### src/rtl/ofifo_drain_ctrl.sv
// ofifo_drain_ctrl: drains `len` column vectors from the MAC output FIFO
// into consecutive psum SRAM addresses starting at `base_addr`.
// Optional feature macro: OFIFO_DRAIN_RELU_EN (clamp negative lanes to zero
// in the capture register).
module ofifo_drain_ctrl #(
    parameter int col     = 8,
    parameter int psum_bw = 16,
    parameter int addr_w  = 11,
    parameter int rd_lat  = 2
) (
    input  logic                     clk,
    input  logic                     reset,
    input  logic                     start,
    input  logic [addr_w-1:0]        len,
    input  logic [addr_w-1:0]        base_addr,
    output logic                     busy,
    output logic                     done,
    input  logic                     ofifo_valid,
    output logic                     ofifo_rd,
    input  logic [col*psum_bw-1:0]   ofifo_out,
    output logic                     sram_cen,
    output logic                     sram_wen,
    output logic [addr_w-1:0]        sram_addr,
    output logic [col*psum_bw-1:0]   sram_d
);

    localparam int DW = col * psum_bw;
    localparam int LW = (rd_lat > 1) ? $clog2(rd_lat) : 1;
    localparam logic [LW-1:0] LAT_INIT = LW'(rd_lat - 1);

    localparam logic [2:0] S_IDLE  = 3'd0;
    localparam logic [2:0] S_ISSUE = 3'd1;
    localparam logic [2:0] S_WAIT  = 3'd2;
    localparam logic [2:0] S_WRITE = 3'd3;
    localparam logic [2:0] S_DONE  = 3'd4;

    logic [2:0]        state;
    logic [addr_w-1:0] len_q;
    logic [addr_w-1:0] base_q;
    logic [addr_w-1:0] cnt;
    logic [LW-1:0]     lat_cnt;
    logic [DW-1:0]     capture_data;

    // Data presented to the capture register (optionally ReLU-clamped per lane)
    always_comb begin
        capture_data = ofifo_out;
`ifdef OFIFO_DRAIN_RELU_EN
        for (int unsigned i = 0; i < col; i++) begin
            if (ofifo_out[i*psum_bw + psum_bw - 1]) begin
                capture_data[i*psum_bw +: psum_bw] = '0;
            end
        end
`endif
    end

    // Drain sequencer; every output is a flop. Actions decided in a state are
    // visible on the outputs in the following cycle, and busy stays high
    // through the done cycle so start is ignored until the first quiet IDLE.
    always_ff @(posedge clk or posedge reset) begin
        if (reset) begin
            state     <= S_IDLE;
            len_q     <= '0;
            base_q    <= '0;
            cnt       <= '0;
            lat_cnt   <= '0;
            busy      <= 1'b0;
            done      <= 1'b0;
            ofifo_rd  <= 1'b0;
            sram_cen  <= 1'b1;
            sram_wen  <= 1'b1;
            sram_addr <= '0;
            sram_d    <= '0;
        end else begin
            ofifo_rd <= 1'b0;
            sram_cen <= 1'b1;
            sram_wen <= 1'b1;
            done     <= 1'b0;
            if (done) begin
                busy <= 1'b0;
            end
            case (state)
                S_IDLE: begin
                    if (start && !busy) begin
                        len_q  <= len;
                        base_q <= base_addr;
                        cnt    <= '0;
                        busy   <= 1'b1;
                        state  <= (len == '0) ? S_DONE : S_ISSUE;
                    end
                end
                S_ISSUE: begin
                    if (ofifo_valid) begin
                        ofifo_rd <= 1'b1;
                        lat_cnt  <= LAT_INIT;
                        state    <= S_WAIT;
                    end
                end
                S_WAIT: begin
                    if (lat_cnt == '0) begin
                        sram_d <= capture_data;
                        state  <= S_WRITE;
                    end else begin
                        lat_cnt <= lat_cnt - 1'b1;
                    end
                end
                S_WRITE: begin
                    sram_cen  <= 1'b0;
                    sram_wen  <= 1'b0;
                    sram_addr <= base_q + cnt;
                    cnt       <= cnt + 1'b1;
                    state     <= (cnt + 1'b1 == len_q) ? S_DONE : S_ISSUE;
                end
                S_DONE: begin
                    done  <= 1'b1;
                    state <= S_IDLE;
                end
                default: state <= S_IDLE;
            endcase
        end
    end

endmodule

### config.mk
export PLATFORM = sky130hd
export DESIGN_NAME = ofifo_drain_ctrl
export DESIGN_NICKNAME = d
export VERILOG_FILES = /design/src/rtl/ofifo_drain_ctrl.sv
export SDC_FILE = /design/constraint.sdc
export NUM_CORES = 1
export LEC_CHECK = 0
export BUFFER_PORTS_ARGS = -buffer_cell sky130_fd_sc_hd__clkbuf_2
export CORE_ASPECT_RATIO = 1.1
export CORE_MARGIN = 2
export CORE_UTILIZATION = 49
export CTS_CLUSTER_DIAMETER = 120
export DETAILED_ROUTE_END_ITERATION = 10
export PLACE_DENSITY = 0.85
export SLEW_MARGIN = 10
export SYNTH_ARGS = -nofsm -noshare
export SYNTH_HDL_FRONTEND = slang
export SYNTH_SLANG_ARGS = --single-unit
### constraint.sdc
create_clock -name clk -period 6.7 [get_ports clk]
set_input_delay 0.335 -clock clk [delete_from_list [all_inputs] [get_ports clk]]
set_output_delay 0.335 -clock clk [all_outputs]
set_load 0.03 [all_outputs]
==> results list <==
- Outcome: finished, final reports clean
- Pins over their slew limit: 0
- Summing the areas of all xor and xnor instances in the mapped netlist gives 2.298% of the synthesized area.
- Number of top-level pins: 298
- Tightest slew margin relative to the limit: 26.56%
* Mean Syn Cell Area: 13.63 µm²
* Largest family of logic cells by synthesized area: multiplexers
* Fraction of power consumed by combinational cells: 45.7%
- The routed layout has 5508 vias.
* Static Leak: 4.828 nW
- Y dimension of the die: 134.8 µm
- Net Sw Power: 0.002335 W
* Largest fanout on the critical path: 9
* Via count of the first global-routing pass: 5473
- Cell Pwr Density: 546.0 nW/µm²
- Worst slack on hold paths: 0.1329 ns
- Setup violations remaining at the end of the flow were counted as 0.
- Nets in the synthesized netlist: 725
* First-pass GRT wire length: 28370 µm
* WS Path Type: reg2reg
- Switching share of power: 43.19%
- Depth of the most critical reg-to-reg path: 7
* Share of synthesized area spent on multiplexers: 22.02%
- Synthesis inferred 180 register bits.
- Entering global routing, the biggest net connects 124 pins.
* Async SR Flop Fraction: 100.0%
* Proportion of netlist area held by the largest area contributor: 58.78%
- Routed WL per cell: 17.56 µm
- For this run, the register share of the synthesized area comes to 59.12%.
- Fin nets: 1017
- The clock network burns 18.7% of the power.
- Part of the power in registers: 35.6%
- Width of the die: 122.9 µm
- Compared with the post-synthesis result, the final layout area differs by 29.91%.
* Master cell of the clock root buffer: clkbuf_16
* ANT nets after route: 0
- Counting every sink on the clock net gives 180.
- Initial core utilization: 50.43%
- In this run, synthesis inferred 0 flip-flops with an integrated enable.
- The number of antenna violations at the first check in global routing is 0.
* Count of unresolved DRC violations after routing: 0
* # diodes: 0
- The internal power of the cells totals 0.003071 W.
- Port Buffers: 297
- Reg2reg start: cnt[0]
- Placed cell area: 9289 µm²
* Most area-hungry cell type in the Yosys netlist: dfrtp_1
- Mapped cell area: 7621 µm²
- The first routing iteration left 268 violations.
- Worst setup timing slack at the placement stage: 4.240 ns
- Largest cells by area after synthesis: dfrtp_1 59%, mux2_2 22%, o21ai_0 2.2%, ha_1 1.8%, nand2_1 1.4%
- In this run, placement finished with an instance count of 1028.
- The endpoint identified for the worst register-to-register timing path is state[0].
- Core Footprint: 15110 µm²
* Clock edge transition at the registers on the reported setup and hold paths: 0.08 ns
- Final Cycle Share: 36.77%
- At the end of routability-driven placement, the weighted congestion stood at 0.8117.
- F_max: 0.4059 GHz
- Simple-gate area share of the yosys netlist: 6.518%
- Number of detailed-routing iterations run before antenna repair: 4
* Required time at the worst-slack endpoint: 6.96 ns
* Category of the worst setup path capture point: flop
- The Yosys step of the flow raised 0 warnings.
- Global Route Usage Sum: 22.39%
- Hold-fix buffers, CTS: 0
- Max clock buf depth: 2
- Number of buffers added by the clock tree synthesis step: 17
- CTS built an H-tree with a depth of 4.
- Once layout is done, the placed cells without fillers occupy 9901 µm².
- Maximum resistive drop on vdd: 0.0003503 V
* Predominant post-synthesis flop cell: dfrtp_1
- The synthesized netlist devotes 2.069% of its cell area to adder and majority cells.
- In the final layout, the share of cells above drive strength 1 is 57.29%.
- At the pin with the least slew margin, the transition time is 1.100 ns.
- Total negative slack: 0 ns
* Max-capacitance violation count: 0
- Cells after Synth: 559
* Data arrival time of the worst path: 2.73 ns
- Yosys cell types: 54
- Clock latency on the worst-skew pair: 0.43 ns
- Leaving out fill and tap cells, the most frequent cell in the layout is clkbuf_2.
- The number of endpoints with negative hold slack in the final report was 0.
* Clock tree from TritonCTS: done
- Summed over all layers, the routed wires come to 18620 µm.
- RSZ-0062 raised after global routing: no
- In this run the register-to-register setup slack is 4.24 ns.
* Count of instances resized after the clock tree is built: 0
- Die Outline Area: 16570 µm²
- Excluding fillers, the count of instances in the completed layout stands at 1060.
- STA classifies the critical path startpoint as a flop.
- Setup slack on the critical path of the routed design comes to 4.236 ns.
- The min-delay analysis places its worst path in the category in2async.
- The worst path in the final design needs a cycle of 2.464 ns, including I/O delays and setup.
- Commonest cells after routing, fill and taps aside: 297 x clkbuf_2, 179 x dfrtp_1, 149 x mux2_2
* HPWL reported at the end of detailed placement: 14100 µm
- After global routing the overflow that remains totals 0.
- Using the TritonRoute via totals, the vias-per-cell ratio works out to 5.196.
- Buffers added to address setup during post-CTS repair amount to 0.
* Worst setup skew after layout: 0.01041 ns
- Number of placement rows: 47
- Summing the areas of all compound-gate instances in the mapped netlist gives 5.943% of the synthesized area.
worst max-delay path, stage by stage (launching register included):
cell and delay [ns]:
dfrtp_1 0.47, ha_1 0.36, nand3_4 0.17, nor3_4 0.30
nand3_2 0.11, or3b_1 0.40, a2111oi_2 0.40, o21ai_1 0.10
how the worst max path moves through the flow:
stage | start | end | cells after the start
final | cnt[0] | state[0] | 7
after global routing | cnt[0] | state[2] | 7
after CTS | cnt[0] | state[0] | 7
after detailed placement | cnt[0] | state[0] | 7
after global placement | state[1] | sram_d[20] | 4
after floorplan | reset | base_q[0] | 1
routing by layer:
layer  vias up  wire [µm]  global-route usage, %
li1       2583          -                      -
met1      2679       7215                  27.02
met2       213       9613                  37.91
met3        33       1310                  5.828
met4         0        477                  9.195
met5         -          0                      0
cells by family (layout without fill, tap and decap cells):
logic type	Yosys count	count (layout)
xor+xnor	20	20
compound gates	72	72
buf+inv	36	341
mux	149	149
simple gates	90	90
fa+ha+maj	12	12
flops	180	180
registers in the layout, summed over array words and instances (netlist names):
register   cells
len_q         11
ofifo_rd       1
base_q        11
sram_addr     11
lat_cnt        1
sram_wen       1
done           1
sram_d       128
cnt           11
state          3
busy           1
cells in the mapped netlist, drive strengths merged (2+ instances only):
library cell and number:
nand2b 6, clkbuf 15, a21o 6, xnor2 12
nor4 7, mux2 149, nor3b 4, o31ai 7
buf 13, and3 2, nor2b 3, o21ai 35
o211ai 2, or3 3, nor3 7, nor2 13
a211oi 3, o31a 2, a31oi 3, nand3 9
inv 8, a21oi 6, ha 11, xor2 8
nand2 29, dfrtp 179
stage by stage:
step / utilization [%] / total power (W)
floorplan: - / 0.003665
global placement: 61.46 / 0.004330
detailed placement: 61.46 / 0.004429
CTS: 65.51 / 0.005448
global route: 65.51 / 0.005698
finish: 65.51 / 0.005406
final cells by class:
cell class / count / area [µm²]
Clock buffer: 17 / 425.4
Clock inverter: 15 / 186.4
Fill cell: 1142 / 5213
Inverter: 8 / 35.03
Multi-Input combinational cell: 343 / 2974
Sequential cell: 180 / 4506
Tap cell: 196 / 245.2
Timing Repair Buffer: 301 / 1529
power by group through the flow:
stage	logic, W	clock network, W	registers [W]
final	0.00247	0.00101	0.00192
after global routing	0.00263	0.00107	0.00199
after CTS	0.00249	0.00103	0.00193
after detailed placement	0.00248	0	0.00194
after global placement	0.00242	0	0.00191
after floorplan	0.000928	0	0.00274
Power figures use the tool's default switching activity.
